==> config.mk <==
export PLATFORM = sky130hd
export DESIGN_NAME = inst_fetch_stage
export DESIGN_NICKNAME = d
export VERILOG_FILES = /design/src/rtl/inst_fetch_stage.sv
export SDC_FILE = /design/constraint.sdc
export NUM_CORES = 1
export LEC_CHECK = 0
export CAP_MARGIN = 20
export CORE_ASPECT_RATIO = 1.75
export CORE_MARGIN = 2
export CORE_UTILIZATION = 52
export CTS_CLUSTER_SIZE = 25
export DETAILED_ROUTE_END_ITERATION = 10
export PLACE_DENSITY = 0.8
export SYNTH_ARGS = -nofsm -noshare
export SYNTH_HDL_FRONTEND = slang
export SYNTH_SLANG_ARGS = --single-unit
==> constraint.sdc <==
create_clock -name clk -period 2.9 [get_ports clk]
set_clock_uncertainty 0.05 [all_clocks]
set_input_delay 0.29 -clock clk [delete_from_list [all_inputs] [get_ports clk]]
set_output_delay 0.29 -clock clk [all_outputs]
set_load 0.02 [all_outputs]
==> src/rtl/inst_fetch_stage.sv <==
// MIPS IF stage: PC, imem req/ack fetch, IF/ID register, stall hold buffer, redirect kill.
// Optional macro IF_STATIC_JUMP_EN resolves J/JAL targets in IF and tags them if_id_jumped.
module inst_fetch_stage #(
  parameter logic [31:0] RESET_PC = 32'h0000_0000
) (
  input  logic        clk,
  input  logic        rst,
  input  logic        en,
  input  logic        stall_id,
  input  logic        redirect,
  input  logic [31:0] redirect_pc,
  output logic        imem_req,
  output logic [31:0] imem_addr,
  input  logic        imem_ack,
  input  logic [31:0] imem_rdata,
  output logic        if_id_valid,
  output logic [31:0] if_id_inst,
  output logic [31:0] if_id_pc,
  output logic [31:0] if_id_pc4,
  output logic        if_id_jumped
);

  typedef enum logic [1:0] {
    IDLE,
    REQ,
    HOLD
  } state_t;

  state_t      state;
  logic        kill;
  logic [31:0] pc;
  logic [31:0] buf_inst;
  logic [31:0] buf_pc;
  logic        buf_jmp;

  logic [31:0] addr4;
  logic [31:0] pc_next;
  logic [31:0] new_pc;
  logic        jmp;
  logic        take;
  logic        flow;
  logic        unused_rpc;

  assign unused_rpc = ^redirect_pc[1:0];
  assign new_pc     = {redirect_pc[31:2], 2'b00};

  always_comb begin
    addr4   = imem_addr + 32'd4;
    jmp     = 1'b0;
    pc_next = addr4;
`ifdef IF_STATIC_JUMP_EN
    if (imem_rdata[31:27] == 5'b00001) begin
      jmp     = 1'b1;
      pc_next = {addr4[31:28], imem_rdata[25:0], 2'b00};
    end
`else
    jmp     = 1'b0;
`endif
    take = imem_req & imem_ack;
    flow = en & (~stall_id | ~if_id_valid);
  end

  always_ff @(posedge clk) begin
    if (rst) begin
      state        <= IDLE;
      kill         <= 1'b0;
      pc           <= RESET_PC;
      imem_req     <= 1'b0;
      imem_addr    <= RESET_PC;
      if_id_valid  <= 1'b0;
      if_id_inst   <= 32'h0;
      if_id_pc     <= 32'h0;
      if_id_pc4    <= 32'h0;
      if_id_jumped <= 1'b0;
      buf_inst     <= 32'h0;
      buf_pc       <= 32'h0;
      buf_jmp      <= 1'b0;
    end else if (redirect) begin
      pc           <= new_pc;
      state        <= REQ;
      if_id_valid  <= 1'b0;
      if_id_inst   <= 32'h0;
      if_id_jumped <= 1'b0;
      // an in-flight request must finish before the new pc can go out
      if (imem_req && !imem_ack) begin
        kill <= 1'b1;
      end else begin
        kill      <= 1'b0;
        imem_req  <= en;
        imem_addr <= new_pc;
      end
    end else if (take && kill) begin
      kill      <= 1'b0;
      imem_req  <= en;
      imem_addr <= pc;
    end else if (take) begin
      pc <= pc_next;
      if (flow) begin
        if_id_valid  <= 1'b1;
        if_id_inst   <= imem_rdata;
        if_id_pc     <= imem_addr;
        if_id_pc4    <= addr4;
        if_id_jumped <= jmp;
        imem_addr    <= pc_next;
      end else begin
        buf_inst <= imem_rdata;
        buf_pc   <= imem_addr;
        buf_jmp  <= jmp;
        imem_req <= 1'b0;
        state    <= HOLD;
      end
    end else begin
      if (en && !stall_id && state != HOLD) begin
        if_id_valid  <= 1'b0;
        if_id_inst   <= 32'h0;
        if_id_jumped <= 1'b0;
      end
      unique case (state)
        IDLE: begin
          if (en) begin
            state     <= REQ;
            imem_req  <= 1'b1;
            imem_addr <= pc;
          end
        end
        REQ: begin
          if (en && !imem_req) begin
            imem_req  <= 1'b1;
            imem_addr <= pc;
          end
        end
        HOLD: begin
          if (en && !stall_id) begin
            if_id_valid  <= 1'b1;
            if_id_inst   <= buf_inst;
            if_id_pc     <= buf_pc;
            if_id_pc4    <= buf_pc + 32'd4;
            if_id_jumped <= buf_jmp;
            state        <= REQ;
            imem_req     <= 1'b1;
            imem_addr    <= pc;
          end
        end
        default: state <= IDLE;
      endcase
    end
  end

endmodule

# Yosys cells after proc, flatten, opt, wreduce, memory -nomap -nowiden
# Cells that the tools add are included.
dict set report word_totals {
  latch_bits 0
  input_bits 70
  romBits 0
  register_bits 230
  output_inout_bits 131
  ramBits 0
  elab_cells 120
  n_memories 0
}
dict set report classes {
  bitwise_logic 8
  n_eq_ne 19
  mux 53
  add_sub_neg 2
  reduce_logical 24
  magnitude_cmp 0
  div 0
  n_shift 0
  n_mul 0
}
# cell n
set ops {}
lappend ops {{$mux 32} 23}
lappend ops {{$pmux 32 s3} 1}
lappend ops {{$add 32x3->32 const B} 2}
lappend ops {{$mux 1} 23}
lappend ops {{$ne 5x5->1 const B} 3}
lappend ops {{$reduce_and 5->1} 3}
lappend ops {{$ne 3x3->1 const B} 4}
lappend ops {{$reduce_and 6->1} 2}
lappend ops {{$ne 2x2->1 const B} 5}
lappend ops {{$mux 2} 4}
lappend ops {{$ne 4x4->1 const B} 2}
lappend ops {{$reduce_bool 2->1} 4}
lappend ops {{$pmux 2 s3} 1}
lappend ops {{$reduce_and 2->1} 3}
lappend ops {{$reduce_bool 6->1} 1}
lappend ops {{$logic_and 1x1->1} 5}
lappend ops {{$not 1->1} 5}
lappend ops {{$ne 4x2->1 const B} 1}
lappend ops {{$ne 4x3->1 const B} 1}
lappend ops {{$reduce_and 4->1} 1}
lappend ops {{$logic_not 1->1} 3}
lappend ops {{$pmux 1 s3} 1}
lappend ops {{$and 1x1->1} 2}
lappend ops {{$eq 2x1->1 const B} 1}
lappend ops {{other kinds (5)} 5}

# Depth between registers and ports, before layout
# Gate-level depths: netlist of the first run.
dict set report logic_depth {
  word_depth 7
  mapped_depth 9
  mapped_depth_nobuf 7
}

# Worst setup path before layout of the first run
# OpenSTA, ideal clock, no wires.
dict set report synth_timing {
  kind {reg2reg}
  start {register imem_addr[3]}
  end {register imem_addr[30]}
  setup_time_ns 0.088
  stages_incl_launch_ff 8
  required_ns 2.762
  n_path_buf 1
  arrival_time_ns 2.256
  synth_period_minus_slack_ns 2.394
  setup_slack_ns 0.506
  cell_sequence {dfxtp_1 -> ha_1 -> and4_1 -> buf_6 -> nand3_4 -> or4_4 -> a311o_1 -> a311oi_2}
}
dict set report synth_between {
  elab_chain_len 5
}
# element line
set synth_lines {}
lappend synth_lines {{start, declared} 13} ;# output logic [31:0] imem_addr,
lappend synth_lines {{start signal, assigned} 90} ;# imem_addr <= new_pc;
lappend synth_lines {{start signal, assigned} 95} ;# imem_addr <= pc;
lappend synth_lines {{start signal, assigned} 104} ;# imem_addr <= pc_next;
lappend synth_lines {{$add 32x3->32} 48} ;# addr4 = imem_addr + 32'd4;
lappend synth_lines {{$mux 32} 98} ;# if (flow) begin
lappend synth_lines {{$mux 32} 96} ;# end else if (take) begin
lappend synth_lines {{$mux 32} 92} ;# end else if (take && kill) begin
lappend synth_lines {{$mux 32} 78} ;# end else if (redirect) begin
# Every way passes these cells. The select of a mux whose other input is x is not followed.
# A chain may end at the register's enable or synchronous reset.

# Worst setup path in the final report of the first run
dict set report layout_timing {
  start {register imem_addr[3]}
  end {register imem_addr[22]}
}
# Same word-level chain as after synthesis.

==> results of run 1 <==
[cell type report]
| cell class | count | area share |
|---|---|---|
| multi-input combinational | 992 | 0.402 |
| sequential | 228 | 0.343 |
| timing repair buffer | 248 | 0.180 |
| clock buffer | 30 | 0.0475 |
| tap | 245 | 0.0230 |
| inverter | 11 | 0.00310 |
| clock inverter | 3 | 0.00113 |
[final timing paths]
path / start / cells after the start / slack, ps / end
setup / recovery: imem_addr[3] / 7 / 410 / imem_addr[22]
hold reg to reg: buf_inst[30] / 2 / 400 / buf_inst[30]
hold / removal: redirect / 3 / 140 / kill
setup reg to reg: imem_addr[3] / 7 / 410 / imem_addr[22]
[layer usage]
layer / part of all wire / up-vias / routed length (um)
li1: - / 4975 / -
met1: 0.37 / 4819 / 11600
met2: 0.50 / 433 / 15800
met3: 0.073 / 107 / 2300
met4: 0.053 / 0 / 1660
met5: 0 / - / 0
[power by group through the flow]
stage	clock (mW)	sequential, mW	combinational [mW]
after global routing	2.85	3.43	1.40
after global placement	0	3.47	1.26
after CTS	2.72	3.41	1.29
final	2.68	3.42	1.30
after floorplan	0	3.56	0.630
after detailed placement	0	3.48	1.28
[stage by stage]
| step | hold WS [ps] | utilization | total power, mW |
|---|---|---|---|
| finish | 143 | 0.677 | 7.40 |
| floorplan | 376 | - | 4.19 |
| global placement | 391 | 0.644 | 4.73 |
| global route | 170 | 0.677 | 7.67 |
| CTS | 127 | 0.677 | 7.43 |
| detailed placement | 396 | 0.644 | 4.76 |
[cell usage after synthesis, drive strengths merged, types with 8 or more instances]
library cell	instances	area, um^2
a211oi	29	223
a21oi	141	706
a22oi	32	240
a311oi	41	372
and3	17	106
and4	8	71.3
buf	34	170
clkbuf	82	308
dfxtp	228	4560
inv	11	41.3
mux2i	9	90.1
nand2	283	1060
nand3	32	173
nand4	16	100
nor2	194	728
nor3	19	95.1
nor4	10	77.6
o211ai	14	105
o21ai	22	110
xnor2	27	236
xor2	24	210
[flip-flops by register name, indices dropped and copies added (netlist names)]
name and cells:
buf_inst 32, buf_pc 32, if_id_inst 32, if_id_pc 32
imem_addr 32, pc 32, if_id_pc4 30, state 2
if_id_jumped 1, if_id_valid 1, imem_req 1, kill 1
[critical path, cell delays in order, from the launching register on]
cell      delay [ps]
dfxtp_1          330
ha_1             240
and4_1           480
nand3_4          150
or4_1            540
a311oi_1         310
a21oi_1          100
a211oi_2         220
[logic make-up after synthesis]
| logic type | after synthesis | synth area share |
|---|---|---|
| mux | 11 | 0.0108 |
| simple gates | 604 | 0.249 |
| flops | 228 | 0.439 |
| xor+xnor | 51 | 0.0430 |
| fa+ha+maj | 2 | 0.00241 |
| compound gates | 324 | 0.205 |
| buf+inv | 127 | 0.0500 |
==> results.yml, run 1 <==
final_layout:
  antennaDiodeCount: 0
  fin_area_um2: 13300
  drive_gt1_frac: 0.0681
  nFillCells: 1656
  final_common_cell: "nand2_1"
  area_delta_synth_final_pct: 28.1
  nets: 1575
  seqCellArea_um2: 4560
  layout_common_cells: "nand2_1 (282), dfxtp_1 (228), clkdlybuf4s50_1 (196)"
  final_cell_count_no_fill: 1757
  multi_input_area_um2: 5350
power_and_ir_drop:
  power.density_nw_per_um2: 556
  clkPwrFrac: 0.363
  switching_share: 0.281
  intPower_mw: 5.32
  vdd_drop_max_mv: 0.505
  switchingPower_mw: 2.08
  p_comb_frac: 0.176
  power_frac_seq: 0.462
  p_leak_nw: 4.60
place:
  dp_slack_ps: 299
  io_buffer_count: 198
  dpl_cell_area_um2: 12700
  place.gp.congestion: 0.916
  placed_cells: 1724
  dp_hpwl_um: 21900
clocking:
  htree_levels: 1
  clkSlewWorstSetupHoldPaths_ps: 70
  clock-sinks: 228
  cts_buffer_depth: 3
  clk_latency_ps: 510
  cts-root-buf: "clkbuf_16"
  post_cts_resized: 0
  cts_setup_buffers: 0
  cts_tree: "yes"
  cts_buffers: 22
  cts_hold_buf: 0
worst_setup_path:
  critPathMaxFanout: 6
  worstPathArrival_ps: 2870
  endpoint_kind: "flip-flop"
  start_kind: "flip-flop"
  cp.required_ps: 3280
  critical_path_class: "flip-flop to flip-flop"
logic_synthesis:
  async_flop_share: 0
  synth_flop_cell: "dfxtp_1"
  yosysSeqAreaShare: 0.439
  synth_edf_count: 0
  syn-num-nets: 1419
  yosys_warnings: 0
  syn_inst: 1347
  ys_seq_elements: 228
  syn_avg_cell_area_um2: 7.71
  yosysUniqueCellTypes: 62
  synth_area_um2: 10400
floorplanning:
  fp.dieH_um: 191
  rows: 68
  core-area_um2: 19700
  die-width_um: 111
  die-area_um2: 21200
  initial_utilization: 0.529
  pin_count: 201
run_status:
  status: "finished, final reports clean"
global_route:
  first_global_vias: 10100
  use_met3: 0.0482
  grt_max_degree: 80
  grt_usage: 0.285
  overflow: 0
  grt_util_met2: 0.509
  grt.busiest_layer: "met2"
  antenna_found_initial: 0
  grt_util_met1: 0.317
  grt_pass1_wl_um: 49800
detailed_routing:
  drc: 0
  dr.pass1.iters: 7
  wire_per_inst_um: 17.8
  vias: 10300
  postRouteAntennaNets: 0
  drtIter0Drc: 776
  vias_per_cell: 5.88
  routed_wl_um: 31300
timing:
  fin_crit_ps: 2490
  slew_headroom: 0.531
  period_share: 0.859
  hold_viol: 0
  final_max_slew_viol_count: 0
  setup_ws_ps: 410
  fin_setup_tns_ps: 0
  max_freq_ghz: 0.402
  worst_slew_pin_slew_ps: 703
  grt_setup_unrepaired: "false"
  finalSetupViolations: 0
flow_run:
  drv_cap: 0
worst_hold_path:
  holdCritPathClass: "input port to flip-flop"
(Power assumes the default switching activity.)
==> run 2: changes to the inputs <==
Settings changed: TNS_END_PERCENT from default to 30.
==> results of run 2 <==
Same layout as run 1: the final DEF is identical, and so are final timing and power.
